File: src/rtl/oclib_csr_array_sticky_if.sv
// CSR request/ready bus between a CSR decoder (master) and a register bank (slave).
interface oclib_csr_array_sticky_if #(
  parameter int DataW = 32,
  parameter int AddrW = 16
);
  logic               csrSelect;
  logic               csrRead;
  logic               csrWrite;
  logic [AddrW-1:0]   csrAddress;
  logic [DataW-1:0]   csrWdata;
  logic [DataW/8-1:0] csrWstrb;
  logic               csrReady;
  logic [DataW-1:0]   csrRdata;
  logic               csrError;

  modport master (
    output csrSelect, csrRead, csrWrite, csrAddress, csrWdata, csrWstrb,
    input  csrReady, csrRdata, csrError
  );

  modport slave (
    input  csrSelect, csrRead, csrWrite, csrAddress, csrWdata, csrWstrb,
    output csrReady, csrRdata, csrError
  );
endinterface

File: src/rtl/oclib_csr_array_sticky.sv
// Parametrised CSR bank: RW/RO bits, W1C and clear-on-read sticky events, byte strobes, access pulses.
// Define OCLIB_CSR_ARRAY_STICKY_IRQ_EN to build the registered, CsrIrqBits-masked irq output.
module oclib_csr_array_sticky #(
  parameter int DataW        = 32,
  parameter int NumCsr       = 8,
  parameter int AddrW        = 16,
  parameter int CsrAlignment = 4,
  parameter logic [0:NumCsr-1][DataW-1:0] CsrInitBits = '0,
  parameter logic [0:NumCsr-1][DataW-1:0] CsrRwBits   = '0,
  parameter logic [0:NumCsr-1][DataW-1:0] CsrRoBits   = '0,
  parameter logic [0:NumCsr-1][DataW-1:0] CsrW1cBits  = '0,
  parameter logic [0:NumCsr-1][DataW-1:0] CsrCorBits  = '0,
  parameter logic [0:NumCsr-1][DataW-1:0] CsrIrqBits  = '0
) (
  input  logic                     clock,
  input  logic                     resetN,
  oclib_csr_array_sticky_if.slave  csr,
  output logic [NumCsr*DataW-1:0]  csrOut,
  input  logic [NumCsr*DataW-1:0]  csrIn,
  output logic [NumCsr-1:0]        csrWritePulse,
  output logic [NumCsr-1:0]        csrReadPulse,
  output logic                     irq
);
  localparam int StrbW     = DataW / 8;
  localparam int AlignLog2 = $clog2(CsrAlignment);
  localparam int IdxW      = (NumCsr > 1) ? $clog2(NumCsr) : 1;

  logic [DataW-1:0]  rwReg      [NumCsr];
  logic [DataW-1:0]  sticky     [NumCsr];
  logic [DataW-1:0]  rwNext     [NumCsr];
  logic [DataW-1:0]  stickyNext [NumCsr];
  logic [DataW-1:0]  clrMask    [NumCsr];
  logic [DataW-1:0]  inWord     [NumCsr];
  logic [NumCsr-1:0] hitVec;

  logic [AddrW-1:0]  idxFull;
  logic [IdxW-1:0]   idx;
  logic              inRange;
  logic              accept;
  logic              isErr;
  logic              doRead;
  logic              doWrite;
  logic [DataW-1:0]  wmask;
  logic [DataW-1:0]  readVal;

  logic              readyQ;
  logic              errorQ;
  logic [DataW-1:0]  rdataQ;
  logic [NumCsr-1:0] wrPulseQ;
  logic [NumCsr-1:0] rdPulseQ;

  // Address bits below the CSR stride are dropped here.
  assign idxFull = csr.csrAddress >> AlignLog2;
  assign idx     = idxFull[IdxW-1:0];
  assign inRange = (idxFull < AddrW'(NumCsr));

  // The readyQ term keeps a held request from being taken twice.
  assign accept  = csr.csrSelect & (csr.csrRead | csr.csrWrite) & ~readyQ;
  assign isErr   = ~inRange | (csr.csrRead & csr.csrWrite);
  assign doRead  = accept & ~isErr & csr.csrRead;
  assign doWrite = accept & ~isErr & csr.csrWrite;

  always_comb begin
    wmask = '0;
    for (int b = 0; b < StrbW; b++) begin
      wmask[b*8 +: 8] = {8{csr.csrWstrb[b]}};
    end
  end

  for (genvar g = 0; g < NumCsr; g++) begin : gCsr
    assign inWord[g]                 = csrIn[g*DataW +: DataW];
    assign csrOut[g*DataW +: DataW]  = rwReg[g] & CsrRwBits[g];
  end

  // Read data uses the sticky value before this cycle's set, so a coincident event is not lost.
  always_comb begin
    readVal = '0;
    if (inRange) begin
      readVal = (rwReg[idx]  & CsrRwBits[idx])
              | (inWord[idx] & CsrRoBits[idx])
              | (sticky[idx] & (CsrW1cBits[idx] | CsrCorBits[idx]));
    end
  end

  // Clear first, then OR in new events: a same-cycle set always wins over a clear.
  always_comb begin
    for (int i = 0; i < NumCsr; i++) begin
      hitVec[i]  = inRange && (idxFull == AddrW'(i));
      rwNext[i]  = rwReg[i];
      clrMask[i] = '0;
      if (doWrite && hitVec[i]) begin
        rwNext[i]  = (rwReg[i] & ~(wmask & CsrRwBits[i]))
                   | (csr.csrWdata & wmask & CsrRwBits[i]);
        clrMask[i] = csr.csrWdata & wmask & CsrW1cBits[i];
      end
      if (doRead && hitVec[i]) begin
        clrMask[i] = CsrCorBits[i];
      end
      stickyNext[i] = (sticky[i] & ~clrMask[i])
                    | (inWord[i] & (CsrW1cBits[i] | CsrCorBits[i]));
    end
  end

  always_ff @(posedge clock or negedge resetN) begin
    if (!resetN) begin
      for (int i = 0; i < NumCsr; i++) begin
        rwReg[i]  <= CsrInitBits[i] & CsrRwBits[i];
        sticky[i] <= '0;
      end
      readyQ   <= 1'b0;
      errorQ   <= 1'b0;
      rdataQ   <= '0;
      wrPulseQ <= '0;
      rdPulseQ <= '0;
    end else begin
      for (int i = 0; i < NumCsr; i++) begin
        rwReg[i]  <= rwNext[i];
        sticky[i] <= stickyNext[i];
      end
      readyQ   <= accept;
      errorQ   <= accept & isErr;
      rdataQ   <= doRead ? readVal : '0;
      wrPulseQ <= doWrite ? hitVec : '0;
      rdPulseQ <= doRead ? hitVec : '0;
    end
  end

  assign csr.csrReady  = readyQ;
  assign csr.csrError  = errorQ;
  assign csr.csrRdata  = rdataQ;
  assign csrWritePulse = wrPulseQ;
  assign csrReadPulse  = rdPulseQ;

`ifdef OCLIB_CSR_ARRAY_STICKY_IRQ_EN
  logic irqAny;
  logic irqQ;

  always_comb begin
    irqAny = 1'b0;
    for (int i = 0; i < NumCsr; i++) begin
      irqAny = irqAny | (|(sticky[i] & CsrIrqBits[i]));
    end
  end

  always_ff @(posedge clock or negedge resetN) begin
    if (!resetN) begin
      irqQ <= 1'b0;
    end else begin
      irqQ <= irqAny;
    end
  end

  assign irq = irqQ;
`else
  assign irq = 1'b0;
`endif

endmodule

File: src/flat_wrapper.sv
// flat-port wrapper written by rule: the top's interface ports become plain ports
module oclib_csr_array_sticky_flat 
#(
  parameter int DataW        = 32,
  parameter int NumCsr       = 8,
  parameter int AddrW        = 16,
  parameter int CsrAlignment = 4,
  parameter logic [0:NumCsr-1][DataW-1:0] CsrInitBits = '0,
  parameter logic [0:NumCsr-1][DataW-1:0] CsrRwBits   = '0,
  parameter logic [0:NumCsr-1][DataW-1:0] CsrRoBits   = '0,
  parameter logic [0:NumCsr-1][DataW-1:0] CsrW1cBits  = '0,
  parameter logic [0:NumCsr-1][DataW-1:0] CsrCorBits  = '0,
  parameter logic [0:NumCsr-1][DataW-1:0] CsrIrqBits  = '0
)
  (clock, resetN, csrOut, csrIn, csrWritePulse, csrReadPulse, irq, csr_csrSelect, csr_csrRead, csr_csrWrite, csr_csrAddress, csr_csrWdata, csr_csrWstrb, csr_csrReady, csr_csrRdata, csr_csrError);
  oclib_csr_array_sticky_if #(.DataW(DataW), .AddrW(AddrW)) csr_i ();
  input  logic clock;
  input  logic resetN;
  output logic [NumCsr*DataW-1:0] csrOut;
  input  logic [NumCsr*DataW-1:0] csrIn;
  output logic [NumCsr-1:0] csrWritePulse;
  output logic [NumCsr-1:0] csrReadPulse;
  output logic irq;
  input wire logic [$bits(csr_i.csrSelect)-1:0] csr_csrSelect;
  input wire logic [$bits(csr_i.csrRead)-1:0] csr_csrRead;
  input wire logic [$bits(csr_i.csrWrite)-1:0] csr_csrWrite;
  input wire logic [$bits(csr_i.csrAddress)-1:0] csr_csrAddress;
  input wire logic [$bits(csr_i.csrWdata)-1:0] csr_csrWdata;
  input wire logic [$bits(csr_i.csrWstrb)-1:0] csr_csrWstrb;
  output wire logic [$bits(csr_i.csrReady)-1:0] csr_csrReady;
  output wire logic [$bits(csr_i.csrRdata)-1:0] csr_csrRdata;
  output wire logic [$bits(csr_i.csrError)-1:0] csr_csrError;
  assign csr_i.csrSelect = csr_csrSelect;
  assign csr_i.csrRead = csr_csrRead;
  assign csr_i.csrWrite = csr_csrWrite;
  assign csr_i.csrAddress = csr_csrAddress;
  assign csr_i.csrWdata = csr_csrWdata;
  assign csr_i.csrWstrb = csr_csrWstrb;
  assign csr_csrReady = csr_i.csrReady;
  assign csr_csrRdata = csr_i.csrRdata;
  assign csr_csrError = csr_i.csrError;
  oclib_csr_array_sticky #(.DataW(DataW), .NumCsr(NumCsr), .AddrW(AddrW), .CsrAlignment(CsrAlignment), .CsrInitBits(CsrInitBits), .CsrRwBits(CsrRwBits), .CsrRoBits(CsrRoBits), .CsrW1cBits(CsrW1cBits), .CsrCorBits(CsrCorBits), .CsrIrqBits(CsrIrqBits)) u_core (.clock(clock), .resetN(resetN), .csr(csr_i), .csrOut(csrOut), .csrIn(csrIn), .csrWritePulse(csrWritePulse), .csrReadPulse(csrReadPulse), .irq(irq));
endmodule
File: config.mk
export PLATFORM = sky130hd
export DESIGN_NAME = oclib_csr_array_sticky_flat
export DESIGN_NICKNAME = d
export VERILOG_FILES = /design/src/rtl/oclib_csr_array_sticky_if.sv /design/src/rtl/oclib_csr_array_sticky.sv /design/src/flat_wrapper.sv
export SDC_FILE = /design/constraint.sdc
export NUM_CORES = 1
export LEC_CHECK = 0
export ABC_AREA = 0
export CORE_AREA = 2 2 243 245
export DETAILED_ROUTE_END_ITERATION = 8
export DIE_AREA = 0 0 245 247
export HOLD_SLACK_MARGIN = 0.08
export PLACE_DENSITY = 0.4
export SKIP_CTS_REPAIR_TIMING = 1
export SLEW_MARGIN = 20
export SYNTH_ARGS = -nofsm -noshare
export SYNTH_HDL_FRONTEND = slang
export SYNTH_SLANG_ARGS = --single-unit
export TNS_END_PERCENT = 30
File: constraint.sdc
create_clock -name clock -period 3 [get_ports clock]
set_clock_uncertainty 0.05 [all_clocks]
set_input_delay 0.6 -clock clock [delete_from_list [all_inputs] [get_ports clock]]
set_output_delay 0.6 -clock clock [all_outputs]
set_load 0.1 [all_outputs]
======== Word level (Yosys, flattened, before mapping) ========
Memory sizes are Yosys's and may differ from the RTL's.
Cells that the tools add are included.
storage, ports and cells
  ROM bits ................................ 256
  register bits after elaboration ......... 50
  latch bits .............................. 0
  bits in writable memories ............... 0
  logic and storage cells ................. 52
  output and inout port bits .............. 307
  bits of input ports ..................... 313
  memories ................................ 1
memory list
  name              words  bits a word  rd ports  clocked after memory_dff  wr ports  RTL line                      source
  (name not given)  8      32           1         0                         0         oclib_csr_array_sticky.sv:81  | (sticky[idx] & (CsrW1cBits[idx] | CsrCorBits[idx]));
cells by class
  shift operators ......................... 0
  divide/modulo/power cells ............... 0
  multipliers ............................. 0
  $lt $le $gt $ge ......................... 2
  eq/ne operators ......................... 7
  mux-type cells .......................... 9
  bitwise logic cells ..................... 19
  reductions and logical operators ........ 9
  add/sub/neg operators ................... 0
operators by type and width
  kind                   number
  $mux W32               6
  $and A32 B32 Y32       3
  $bmux W32 S3           1
  $or A32 B32 Y32        3
  $eq A14 B3 Y1 const B  4
  $eq A14 B2 Y1 const B  2
  $logic_not A16 Y1      1
  $mux W8                2
  $eq A14 B1 Y1 const B  1
  $lt A14 B4 Y1 const B  1
  $logic_and A1 B1 Y1    8
  $and A1 B1 Y1          7
  $ge A4 B4 Y1 const B   1
  $not A3 Y4             1
  $not A1 Y1             3
  $or A1 B1 Y1           2

======== Logic depth before layout (Yosys ltp) ========
Gate-level depths: netlist (run 1).
  depth in word-level cells ............... 9
  mapped depth ............................ 4
  depth with buffers taken out ............ 3

======== Least setup slack after synthesis (run 1) ========
Ideal clock, no wire load.
  path kind ............................... reg2reg
  from .................................... register u_core.readyQ, in the netlist u_core.csr.csrReady
  to ...................................... register u_core.rdPulseQ[4], in the netlist u_core.csrReadPulse[4]
  period minus slack after synthesis ...... 1.657 ns
  buffers on the path ..................... 1
  cell stages (with the launch flop) ...... 5
  data arrival time ....................... 1.525 ns
  path slack .............................. 1.343 ns
  setup time .............................. 0.082 ns
  data required time ...................... 2.868 ns
  cell sequence ........................... dfrtp_1 > nor2b_1 > nand4_4 > buf_6 > nor3_2
on the way
  word-level cells in the longest chain between the ends .. 5
RTL lines
  item                        RTL line                       source
  from (decl)                 oclib_csr_array_sticky.sv:46   logic readyQ;
  from (signal assigned)      oclib_csr_array_sticky.sv:120  readyQ <= accept;
  $not A1 Y1                  oclib_csr_array_sticky.sv:58   assign accept = csr.csrSelect & (csr.csrRead | csr.csrWrite) & ~readyQ;
  $and A1 B1 Y1               oclib_csr_array_sticky.sv:58
  $and A1 B1 Y1 (2 in a row)  oclib_csr_array_sticky.sv:60   assign doRead = accept & ~isErr & csr.csrRead;
  $mux W8                     oclib_csr_array_sticky.sv:124  rdPulseQ <= doRead ? hitVec : '0;
  to (signal assigned)        oclib_csr_array_sticky.sv:124
  to (decl)                   oclib_csr_array_sticky.sv:50   logic [NumCsr-1:0] rdPulseQ;
No other way between the ends.

======== Final worst setup path (run 1) ========
  from .................................... input port csr_csrAddress[10]
  to ...................................... register u_core.wrPulseQ[7], in the netlist u_core.csrWritePulse[7]
on the way
  word-level cells in the longest chain between the ends .. 7
RTL lines
  item                        RTL line                       source
  from (decl)                 flat_wrapper.sv:27             input wire logic [$bits(csr_i.csrAddress)-1:0] csr_csrAddress;
  $lt A14 B4 Y1               oclib_csr_array_sticky.sv:55   assign inRange = (idxFull < AddrW'(NumCsr));
  $not A1 Y1                  oclib_csr_array_sticky.sv:59   assign isErr = ~inRange | (csr.csrRead & csr.csrWrite);
  $or A1 B1 Y1                oclib_csr_array_sticky.sv:59
  $not A1 Y1                  oclib_csr_array_sticky.sv:61   assign doWrite = accept & ~isErr & csr.csrWrite;
  $and A1 B1 Y1 (2 in a row)  oclib_csr_array_sticky.sv:61
  $mux W8 (*)                 oclib_csr_array_sticky.sv:123  wrPulseQ <= doWrite ? hitVec : '0;
  to (signal assigned)        oclib_csr_array_sticky.sv:123
  to (decl)                   oclib_csr_array_sticky.sv:49   logic [NumCsr-1:0] wrPulseQ;
Mark *: on every way between the ends. The rest lies on a longest branch, timed or not.

==> flow_summary.ini, run 1 <==
[cts]
cts.htree.levels = 1
clk_path_buf_depth = 2
cts.sinks = 18
cts_buffers = 3
clkTransAtPathRegs_ps = 50
clk-insertion-delay-late_ps = 240
cts_tree = built
root_buffer = clkbuf_16

[finish]
stdcell_area_um2 = 3222
final_util = 0.05532
area_delta_synth_final_pct = 9.574
nets = 703
multi_input_area_um2 = 1374
seqCellArea_um2 = 450.4
fillers = 6888
drive_gt1_frac = 0.09512
diodes = 0

[worst_setup_path]
crit_chain = clkdlybuf4s50_1, nor4_4, nand4_4, nor3_1
cp.arrival_ps = 2120
cp-start-kind = input port
crit_fanout = 16
crit_slowest_cell = clkdlybuf4s50_1
cpPeakStageDelay_ps = 450
crit_required_ps = 3090
crit_type = in2reg
end_kind = flip-flop

[logic_synthesis]
seq_area_frac_synth = 0.1532
ys_seq_elements = 18
avgSynthCellArea_um2 = 8.401
synth_flop_cell = dfrtp_1
synth_edf_count = 0
ys_types = 18
yosys_warnings = 0
synthArstFlopShare = 1.000
syn_inst = 350
synth_top_area_cell = buf_4
syn-cell-area_um2 = 2940
synthTopCellsByArea = buf_4 74%, dfrtp_1 15%, nor3_2 3.4%
yosysTopAreaCellShare = 0.7379

[routing]
drtIter0Drc = 8
vias_per_cell = 1.228
vias = 1427
wl_per_cell_um = 3.036
drc = 0
firstDrtPassIters = 3
ant_nets = 0
routed_wirelength_mm = 3.528

[timing]
final-hold-violation-count = 0
slew_viol_final = 0
fin_crit_sh = 0.6775
relSlewSlack = 0.4667
setup_viol = 0
timing.fmax_ghz = 0.4920
post-route-min-period_ps = 2032
setup_tns_ps = 0
worst_slew_pin_slew_ps = 797.4
rsz0062_at_grt = no
fin_ws_ps = 967.6

[placed_design]
dp_hpwl_mm = 3.233
io_buffer_count = 36
place_congestion = 0.6446
dpl_worst_slack_ps = 665.1
postPlaceCellArea_um2 = 3133

[die]
start_util = 0.05049
core-area_um2 = 58240
die_w_um = 245
rows = 89
io_pins = 620
die_h_um = 247
die_area_um2 = 60520

[status]
status = finished clean

[worst_hold_path]
hold_class = reg2reg

[run]
cap_violations = 0

[global_route]
grt_overflow = 0
grt_max_degree = 19
grt_pass1_wl_mm = 3.974
grt_pass1_vias = 751
grt_usage = 0.008703
antenna_found_initial = 0

[power_and_ir_drop]
power_leakage_uw = 0.001462
peakVddDrop_uv = 340.6
power_density_nw_per_um2 = 674.7
sequential cells by signal, summed over array words and instances, names as in the netlist:
signal and count:
u_core.csrWritePulse 8, u_core.csr.csrReady 1, u_core.csr.csrError 1, u_core.csrReadPulse 8
layout make-up:
class                           instances  area share
Multi-Input combinational cell        326      0.4264
Tap cell                              773      0.3002
Sequential cell                        18      0.1398
Timing Repair Buffer                   38      0.1025
Clock buffer                            4     0.02757
Inverter                                3    0.003495
stage by stage:
step / total power, uW / std cells / hold slack, ps
5_1_grt: 2219 / 1162 / 582.3
4_1_cts: 2171 / 1162 / 565.4
3_3_place_gp: 1884 / 1158 / 550.8
3_5_place_dp: 1885 / 1158 / 555.8
6_report: 2174 / 1162 / 561.6
2_1_floorplan: 2138 / 638 / 254.4
critical path, delay by kind of cell:
kind          cells  cell delay [ps]
buf+inv           1              450
simple gates      3             1070
cell usage in the layout, fill, tap and decap left out, drive strengths merged:
cell | synthesis | layout
and2 | 1 | 1
nand3 | 2 | 2
clkbuf | 0 | 4
nor2 | 1 | 1
a21boi | 1 | 1
inv | 2 | 2
nor3 | 17 | 17
nor2b | 5 | 5
nand4 | 1 | 1
nand2 | 6 | 6
clkdlybuf4s50 | 0 | 18
buf | 291 | 20
o2111ai | 1 | 1
nor4 | 2 | 2
clkinv | 1 | 1
conb | 1 | 289
dfrtp | 18 | 18
per-layer routing:
metal	up-vias	wire length (um)	global-route usage
li1	574	-	-
met1	601	660	0.004705
met2	250	1876	0.02091
met3	2	925	0.001302
met4	0	65	0.007532
met5	-	0	0
power by group:
group          internal (uW)  switching [uW]
Combinational           30.3            1610
Sequential               245           0.758
Clock                    202            82.5
Total                    478            1700
kinds of logic (layout without fill, tap and decap cells):
logic type / after synthesis / in the layout / share of synthesized area
buffers and inverters: 294 / 45 / 0.7472
AND/OR/NAND/NOR: 35 / 35 / 0.09277
flip-flops: 18 / 18 / 0.1532
AO/OA/AOI/OAI: 2 / 2 / 0.005533
other: 1 / 289 / 0.001275
cell usage after synthesis, types with 2 or more instances:
cell type and n:
nor3_1 7, buf_4 289, nor3_2 10, nor4_4 2, inv_1 2, dfrtp_1 18
nand3_1 2, nor2b_1 5, nand2_1 6
final timing paths:
check,from,end,slack (ps),cells after the start
worst max-delay path,csr_csrAddress[10],u_core.csrWritePulse[7]$_DFF_PN0_,970,4
worst min-delay path,u_core.csr.csrReady$_DFF_PN0_,u_core.csr.csrReady$_DFF_PN0_,560,2
worst max register to register,u_core.csr.csrReady$_DFF_PN0_,u_core.csrWritePulse[7]$_DFF_PN0_,1620,3
worst min register to register,u_core.csr.csrReady$_DFF_PN0_,u_core.csr.csrReady$_DFF_PN0_,560,2
max in group asynchronous,resetN,u_core.csrWritePulse[1]$_DFF_PN0_,1630,1
min in group asynchronous,resetN,u_core.csrReadPulse[3]$_DFF_PN0_,770,1
Note: power is estimated with default switching activity, not from simulation.
==> run 2: changes to the inputs <==
--- a/config.mk
+++ b/config.mk
@@ -6,9 +6,9 @@
 export NUM_CORES = 1
 export LEC_CHECK = 0
 export ABC_AREA = 0
-export CORE_AREA = 2 2 243 245
+export CORE_AREA = 2 2 242 244
 export DETAILED_ROUTE_END_ITERATION = 8
-export DIE_AREA = 0 0 245 247
+export DIE_AREA = 0 0 244 246
 export HOLD_SLACK_MARGIN = 0.08
 export PLACE_DENSITY = 0.4
 export SKIP_CTS_REPAIR_TIMING = 1
==> constraint.sdc (replaced) <==
create_clock -name clock -period 2 [get_ports clock]
set_clock_uncertainty 0.05 [all_clocks]
set_input_delay 0.4 -clock clock [delete_from_list [all_inputs] [get_ports clock]]
set_output_delay 0.4 -clock clock [all_outputs]
set_load 0.1 [all_outputs]
==> flow_summary.ini, run 2 (same netlist as run 1, synthesis figures left out) <==
[power_and_ir_drop]
power_leakage_uw = 0.001487
peakVddDrop_uv = 432.9
power_density_nw_per_um2 = 1004

[cts]
cts.sinks = 18
clk-insertion-delay-late_ps = 250
cts.htree.levels = 1
clk_path_buf_depth = 2
cts_buffers = 3
clkTransAtPathRegs_ps = 50
root_buffer = clkbuf_16
cts_tree = built

[routing]
drtIter0Drc = 8
vias_per_cell = 1.234
firstDrtPassIters = 4
drc = 0
routed_wirelength_mm = 3.738
ant_nets = 0
vias = 1430
wl_per_cell_um = 3.225

[placed_design]
dp_hpwl_mm = 3.430
io_buffer_count = 36
place_congestion = 0.6178
dpl_worst_slack_ps = -10.60
placedCellCount = 1155

[timing]
slew_viol_final = 0
fin_ws_ps = 271.7
fin_hold_ws_ps = 442.7
fin_crit_sh = 0.8642
setup_viol = 0
post-route-min-period_ps = 1728
timing.fmax_ghz = 0.5786
rsz0062_at_grt = no
final-hold-violation-count = 0

[finish]
final_util = 0.05686
diodes = 0
final_common_cell = conb_1
area_delta_synth_final_pct = 10.94
instances_no_fill = 1159
nets = 708
mostFrequentLayoutCells = 289 x conb_1, 24 x buf_4, 18 x clkdlybuf4s50_1, 18 x dfrtp_1, 10 x nor3_2
drive_gt1_frac = 0.1066

[worst_setup_path]
crit_fanout = 7
cp-start-kind = input port
crit_required_ps = 2110
end_kind = flip-flop
cp.arrival_ps = 1840
crit_type = in2reg

[global_route]
grt_usage = 0.008848
grt_pass1_vias = 759
grt_pass1_wl_mm = 4.098
grt_overflow = 0
antenna_found_initial = 0
grt_max_degree = 19

[die]
die_area_um2 = 60020
rows = 88
io_pins = 620
start_util = 0.05126
die_h_um = 246
core-area_um2 = 57370
die_w_um = 244

[worst_hold_path]
hold_class = in2async

[run]
cap_violations = 0

[status]
status = finished clean
==> run 2: area by class of cell <==
type	count	area, um^2
clock buffers	4	88.84
fillers	6779	54100
inverters	3	11.26
multi-input cells	326	1374
flip-flops and latches	18	450.4
well taps	765	957.2
repair buffers	43	380.4
==> run 2: stage by stage <==
step / setup TNS, ps / instance area [um^2] / power [uW]
final: 0 / 3262 / 3277
after global routing: 0 / 3262 / 3343
after CTS: 0 / 3262 / 3279
after detailed placement: -20.47 / 3173 / 2837
after global placement: -149.1 / 3173 / 2836
after floorplan: 0 / 4021 / 3208
==> run 2: worst max-delay path, cell delays in order <==
cell and delay (ps):
clkdlybuf4s50_1 480, nor4_4 380, nand4_4 200, buf_4 200, nor3_1 170
==> run 2: power by group <==
group / leakage [uW] / switching, uW / internal (uW) / total [uW]
registers: 0.000249 / 2.32 / 368 / 370
clock network: 0.0000442 / 130 / 304 / 434
logic: 0.00119 / 2420 / 50.6 / 2470
total: 0.00149 / 2550 / 722 / 3280
==> run 2: metal layers <==
metal	vias up	global-route usage	share of wire
met4	0	0.006815	0.021
met1	590	0.006370	0.21
met3	6	0.002832	0.25
met2	246	0.01847	0.52
met5	-	0	0
li1	588	-	-
==> run 2: path summary, 6_finish.rpt <==
check,startpoint,endpoint,slack [ps],depth (start not counted)
hold reg to reg,u_core.csr.csrReady$_DFF_PN0_,u_core.csr.csrReady$_DFF_PN0_,660,2
setup reg to reg,u_core.csr.csrReady$_DFF_PN0_,u_core.csrReadPulse[7]$_DFF_PN0_,620,4
max in group asynchronous,resetN,u_core.csrReadPulse[0]$_DFF_PN0_,1250,2
setup / recovery,csr_csrAddress[14],u_core.csrReadPulse[7]$_DFF_PN0_,270,5
min in group clock,u_core.csr.csrReady$_DFF_PN0_,u_core.csr.csrReady$_DFF_PN0_,660,2
hold / removal,resetN,u_core.csr.csrReady$_DFF_PN0_,440,2
==> run 3: changes to the inputs <==
--- a/config.mk
+++ b/config.mk
@@ -6,7 +6,9 @@
 export NUM_CORES = 1
 export LEC_CHECK = 0
 export ABC_AREA = 0
+export CAP_MARGIN = 20
 export CORE_AREA = 2 2 242 244
+export CTS_CLUSTER_SIZE = 12
 export DETAILED_ROUTE_END_ITERATION = 8
 export DIE_AREA = 0 0 244 246
 export HOLD_SLACK_MARGIN = 0.08
==> results of run 3 <==
No change in the layout: final DEF, timing and power equal those of run 2.
